--- src/rtl/pipe_reg_chain.sv ---
// Elastic DEPTH-stage pipeline register with valid/ready flow control, bubble
// collapsing and synchronous flush. Define PIPE_REG_OCC_EN to add the occ counter.
module pipe_reg_chain #(
    parameter int unsigned WIDTH = 16,
    parameter int unsigned DEPTH = 4
`ifdef PIPE_REG_OCC_EN
    ,
    parameter int unsigned CNT_W = $clog2(DEPTH + 1)
`endif
) (
    input  logic             clk,
    input  logic             rst,
    input  logic             flush,
    input  logic             in_valid,
    input  logic [WIDTH-1:0] in_data,
    output logic             in_ready,
    output logic             out_valid,
    output logic [WIDTH-1:0] out_data,
    input  logic             out_ready
`ifdef PIPE_REG_OCC_EN
    ,
    output logic [CNT_W-1:0] occ
`endif
);

    logic [DEPTH-1:0]            v_q, v_d;
    logic [DEPTH-1:0]            go;
    logic [DEPTH-1:0][WIDTH-1:0] data_q, data_d;
    logic                        accept;

    // A stage may advance if it is empty or the stage ahead advances; this
    // lets any bubble absorb its upstream neighbour even while the output stalls.
    always_comb begin
        go          = '0;
        go[DEPTH-1] = ~v_q[DEPTH-1] | out_ready;
        for (int unsigned k = 1; k < DEPTH; k++) begin
            go[DEPTH-1-k] = ~v_q[DEPTH-1-k] | go[DEPTH-k];
        end
    end

    assign in_ready  = go[0] & ~flush;
    assign out_valid = v_q[DEPTH-1] & ~flush;
    assign out_data  = data_q[DEPTH-1];
    assign accept    = in_valid & in_ready;

    always_comb begin
        v_d    = v_q;
        data_d = data_q;
        if (flush) begin
            v_d = '0;
        end else begin
            if (go[0]) begin
                v_d[0] = accept;
                if (accept) begin
                    data_d[0] = in_data;
                end
            end
            for (int unsigned i = 1; i < DEPTH; i++) begin
                if (go[i]) begin
                    v_d[i] = v_q[i-1];
                    if (v_q[i-1]) begin
                        data_d[i] = data_q[i-1];
                    end
                end
            end
        end
    end

    always_ff @(posedge clk or negedge rst) begin
        if (!rst) begin
            v_q    <= '0;
            data_q <= '0;
        end else begin
            v_q    <= v_d;
            data_q <= data_d;
        end
    end

`ifdef PIPE_REG_OCC_EN
    logic             emit;
    logic [CNT_W-1:0] occ_q, occ_d;

    assign emit = out_valid & out_ready;

    always_comb begin
        occ_d = occ_q;
        if (flush) begin
            occ_d = '0;
        end else if (accept && !emit) begin
            occ_d = occ_q + 1'b1;
        end else if (!accept && emit) begin
            occ_d = occ_q - 1'b1;
        end
    end

    always_ff @(posedge clk or negedge rst) begin
        if (!rst) begin
            occ_q <= '0;
        end else begin
            occ_q <= occ_d;
        end
    end

    assign occ = occ_q;
`endif

endmodule

--- config.mk ---
export PLATFORM = sky130hd
export DESIGN_NAME = pipe_reg_chain
export DESIGN_NICKNAME = d
export VERILOG_FILES = /design/src/rtl/pipe_reg_chain.sv
export SDC_FILE = /design/constraint.sdc
export NUM_CORES = 1
export LEC_CHECK = 0
export ABC_AREA = 1
export BUFFER_PORTS_ARGS = -buffer_cell sky130_fd_sc_hd__clkbuf_2
export CAP_MARGIN = 20
export CORE_ASPECT_RATIO = 1.25
export CORE_UTILIZATION = 53
export DETAILED_ROUTE_END_ITERATION = 7
export PLACE_DENSITY = 0.74
export SYNTH_ARGS = -nofsm -noshare
export SYNTH_HDL_FRONTEND = slang
export SYNTH_SLANG_ARGS = --single-unit
--- constraint.sdc ---
create_clock -name clk -period 1.7 [get_ports clk]
set_clock_uncertainty 0.15 [all_clocks]
set_input_delay 0.17 -clock clk [delete_from_list [all_inputs] [get_ports clk]]
set_output_delay 0.17 -clock clk [all_outputs]
set_load 0.1 [all_outputs]
After elaboration in Yosys (flattened, before gate mapping)
Index checks and enable logic that the tools add are counted.

Flip-flop bits (word level): 68. Input bits: 21. Output and inout bits: 18. Word-level logic and storage cells: 33.

Multiplexer cells: 5. Bitwise logic cells: 12. Reduce and logical (&&, ||, !) cells: 8.

Operator list (count): $reduce_and 3->1 (4); $reduce_bool 2->1 (4); $not 1->1 (5); $mux 1 (4); $mux 4 (1); $or 1x1->1 (4); $and 1x1->1 (3).

Depth between registers and ports, before layout
Word-level depth: 9. Depth in mapped cells: 7.

Worst setup path before layout
OpenSTA, ideal clock, no wires.

Path type: register to output. Start: register v_q[1]. End: output port in_ready. Arrival time: 2.081 ns. Required time: 1.380 ns. Slack: -0.701 ns. Cell stages (with the launch flop): 5. Path buffers: 1. Cell sequence: dfrtp_1 -> nand4_4 -> buf_2 -> inv_1 -> nor2_1.

Longest elaborated chain between the ends: 4.

RTL lines: start, declared (RTL line 26) `logic [DEPTH-1:0] v_q, v_d;`; start signal, assigned (RTL line 74) `v_q <= v_d;`; $not 1->1 (RTL line 37) `go[DEPTH-1-k] = ~v_q[DEPTH-1-k] | go[DEPTH-k];`; $or 1x1->1 (2 in a row) (RTL line 37); $and 1x1->1 (RTL line 41) `assign in_ready = go[0] & ~flush;`; end, declared (RTL line 16) `output logic in_ready,`.

Every way passes these cells.

Worst setup path after layout
Start: register v_q[3]. End: output port out_valid.

Longest elaborated chain between the ends: 1.

RTL lines: $and 1x1->1 (RTL line 42) `assign out_valid = v_q[DEPTH-1] & ~flush;`; end, declared (RTL line 17) `output logic out_valid,`.

Every way passes these cells.

==> impl_results.rst <==
.. list-table::
   :header-rows: 1

   * - Metric
     - Value
   * - Register area share after synthesis
     - 0.601
   * - Top cells by area, synth
     - dfrtp_1, nand2_1, o21ai_0
   * - Buffers & Inverters on Critical Path
     - 2
   * - Non-Filler Instances
     - 401
   * - Slew Viols, Final
     - 0
   * - Status
     - finished clean
   * - Ordered list of cells on the worst path
     - inv_2, nor2_2, clkbuf_2
   * - Most frequent cell after synthesis
     - dfrtp_1
   * - Worst Tran Pin Value
     - 542 ps
   * - Die extent in x
     - 67.4 um
   * - Fraction of post-synthesis cell area in the top cell type by area
     - 0.601
   * - Wire length of the first global-routing pass
     - 8000 um
   * - Die area
     - 5640 um2
   * - Combinational share of power
     - 0.306
   * - Part of the power in registers
     - 0.451
   * - Layout overhead on the synthesized area
     - 16.6%
   * - Antenna violations before repair
     - 0
   * - Instance area after placement
     - 2950 um2
   * - Via density
     - 4.80
   * - Die H
     - 83.7 um
   * - Max-Slew Margin vs Limit
     - 0.640
   * - Depth of the CTS H-tree
     - 3
   * - Layout net count
     - 355
   * - Largest net degree at the start of global routing
     - 52
   * - Area of the core
     - 5120 um2
   * - Total setup violations reported at the end of the flow
     - 0
   * - Crit end category
     - output pin
   * - Cell row count
     - 29
   * - DRC marker count from the first detailed-route iteration
     - 102
   * - Switching component of the power
     - 1860 uW
   * - Post-synth EDFFs
     - 0
   * - Sequential standard cell area
     - 1700 um2
   * - Initial core utilization
     - 0.554
   * - Layer with the highest usage
     - met2
   * - Vias post-DR
     - 1924
   * - Fraction of final layout cells sized beyond drive strength 1
     - 0.201
   * - Pwr dens
     - 1400 nW/um2
   * - Overall power consumption
     - 4620 uW
   * - Combined area of all synthesized cells
     - 2830 um2
   * - Most frequent cells after synthesis
     - dfrtp_1, nand2_1, o21ai_0, inv_1, buf_4
   * - Port-buffer cells
     - 38
   * - Number of endpoints with negative hold slack in the final report
     - 0
   * - Power share of the clock group
     - 0.243
   * - I/O pin count
     - 39
   * - Number of unique standard cell types used by synthesis
     - 17
   * - Total inserted antenna cells
     - 0
   * - Peak supply drop
     - 619 uV
   * - GRT met2 Usage
     - 0.284
   * - Grt total ovfl
     - 0
   * - Post-DRT Antenna Nets
     - 0
   * - Required time worst endpoint
     - 1380 ps
   * - Via count of the first global-routing pass
     - 1893
   * - Routed len/inst
     - 11.1 um
   * - Internal power
     - 2760 uW
   * - Clock insertion delay at the later pin of the skew report
     - 340 ps
   * - Cell Count Post-Placement
     - 366
   * - Cell area after layout
     - 3300 um2
   * - Num Clock Sinks
     - 68
   * - Master cell of the clock root buffer
     - clkbuf_8
   * - Met1 Usage GRT
     - 0.253
   * - Post-synth top area cell
     - dfrtp_1
   * - Data arrival time of the worst path
     - 1290 ps
   * - Number of fill cells
     - 418
   * - HP Class
     - in -> reg
   * - Reported max-cap violation count
     - 0
   * - Clock tree from TritonCTS
     - built
   * - Clock slew seen by the registers of the worst setup and hold paths
     - 70 ps
   * - Largest stage delay, worst path
     - 470 ps
   * - Final cycle utilization of the critical path
     - 0.947
   * - Final Wtd Congestion
     - 0.700
   * - Cell family contributing the most delay on the critical path
     - buffers and inverters
   * - Slowest cell on crit path
     - clkbuf_2
   * - Final critical delay including setup and external delays
     - 1610 ps
   * - First-pass detailed-route iteration total
     - 5
   * - Number of nets produced by synthesis
     - 314
   * - Number of buffers inserted during clock tree synthesis
     - 9
   * - Proportion of synthesized flip-flops having asynchronous set or reset
     - 1.00
   * - Total wirelength of the detailed-routed design
     - 4460 um
   * - Max Fclk
     - 621 MHz
   * - Kind of critical path
     - reg -> out
   * - YS warnings
     - 0
   * - Startpoint class of the critical path
     - flip-flop
   * - Global routing usage on met3
     - 0.0287
   * - Worst-path maximum fanout
     - 2
   * - DRC errors left
     - 0
   * - Post-Synthesis Mean Instance Area
     - 9.67 um2
   * - Net switching fraction of the power
     - 0.402
   * - Post-synthesis sequential element count
     - 68
   * - Synthesized netlist cell count
     - 293
   * - Area of combinational cells with multiple inputs
     - 772 um2
   * - Most used flip-flop cell after synthesis
     - dfrtp_1
   * - Maximum buffer depth of the clock tree
     - 2
   * - Total routing usage reported by global routing
     - 0.191
   * - Unrepaired setup endpoints after global routing
     - no
   * - Static leakage
     - 0.00175 uW
[worst reg2reg max path, stage by stage (launching register included)]
cell and delay [ps]:
dfrtp_1 370, inv_2 80, nor2_4 50, nand3_1 130, nand3_4 280, nand2_1 170
o21ai_0 100
[metrics by stage]
stage | TNS, ps | hold slack (ps) | util | worst slack, ps
floorplan | -236 | -276 | - | -236
global placement | 0 | -31.3 | 0.576 | 339
detailed placement | 0 | -28.5 | 0.576 | 267
CTS | 0 | 16.7 | 0.645 | 76.9
global route | 0 | 36.6 | 0.645 | 39.2
finish | 0 | 23.0 | 0.645 | 90.6
[metal layers]
metal,vias to the layer above,wire length [um]
li1,1000,-
met1,868,2200
met2,46,2000
met3,10,123
met4,0,134
met5,-,0
[area by class of cell]
class | instances | share of cell area
Inverter | 36 | 0.0409
Multi-Input combinational cell | 158 | 0.234
Clock buffer | 10 | 0.0417
Sequential cell | 68 | 0.515
Tap cell | 62 | 0.0235
Clock inverter | 6 | 0.00909
Timing Repair Buffer | 61 | 0.136
[power by group through the flow]
stage | sequential [uW] | combinational [uW] | clock [uW]
floorplan | 2080 | 1330 | 0
global placement | 2100 | 1370 | 0
detailed placement | 2110 | 1390 | 0
CTS | 2090 | 1420 | 1150
global route | 2130 | 1530 | 1220
finish | 2080 | 1410 | 1120
[state kept, by name, summed over array words and instances (netlist names)]
| register | count |
|---|---|
| out_data | 16 |
| v_q | 4 |
| data_q | 48 |
[cell usage in the layout (no fill, tap or decap)]
cell type / n
buf_12: 3
clkbuf_8: 10
buf_4: 3
nor2_4: 1
dlygate4sd3_1: 18
buf_2: 1
a21oi_1: 16
nand3_1: 2
o21ai_0: 36
nor2_1: 16
nand4_1: 16
clkbuf_2: 36
nor2_2: 2
dfrtp_1: 68
nand3_4: 3
nand2_1: 65
inv_2: 2
inv_1: 34
clkinv_2: 6
nand4_4: 1
[path summary, 6_finish.rpt]
check | from | end | slack (ps) | cells past startpoint
max | v_q[3] | out_valid | 90 | 3
min | out_ready | v_q[3] | 20 | 4
max reg2reg | v_q[3] | data_q[18] | 240 | 6
min reg2reg | data_q[13] | data_q[13] | 320 | 2
max in group asynchronous | rst | data_q[43] | 660 | 3
min in group asynchronous | rst | out_data[6] | 140 | 2
[cell families after synthesis]
kind of cell           count (synthesis)  share of synthesized area
flip-flops                            68                      0.601
buffers and inverters                 67                      0.129
AND/OR/NAND/NOR                      106                      0.179
AO/OA/AOI/OAI                         52                     0.0919
[timing repair]
action	4_1_cts	5_1_grt
hold endpoints to repair	37	0
hold buffers	18	0
resized for setup	0	0
setup endpoints to repair	1	0
buffers inserted	1	0
Power figures use the tool's default switching activity.
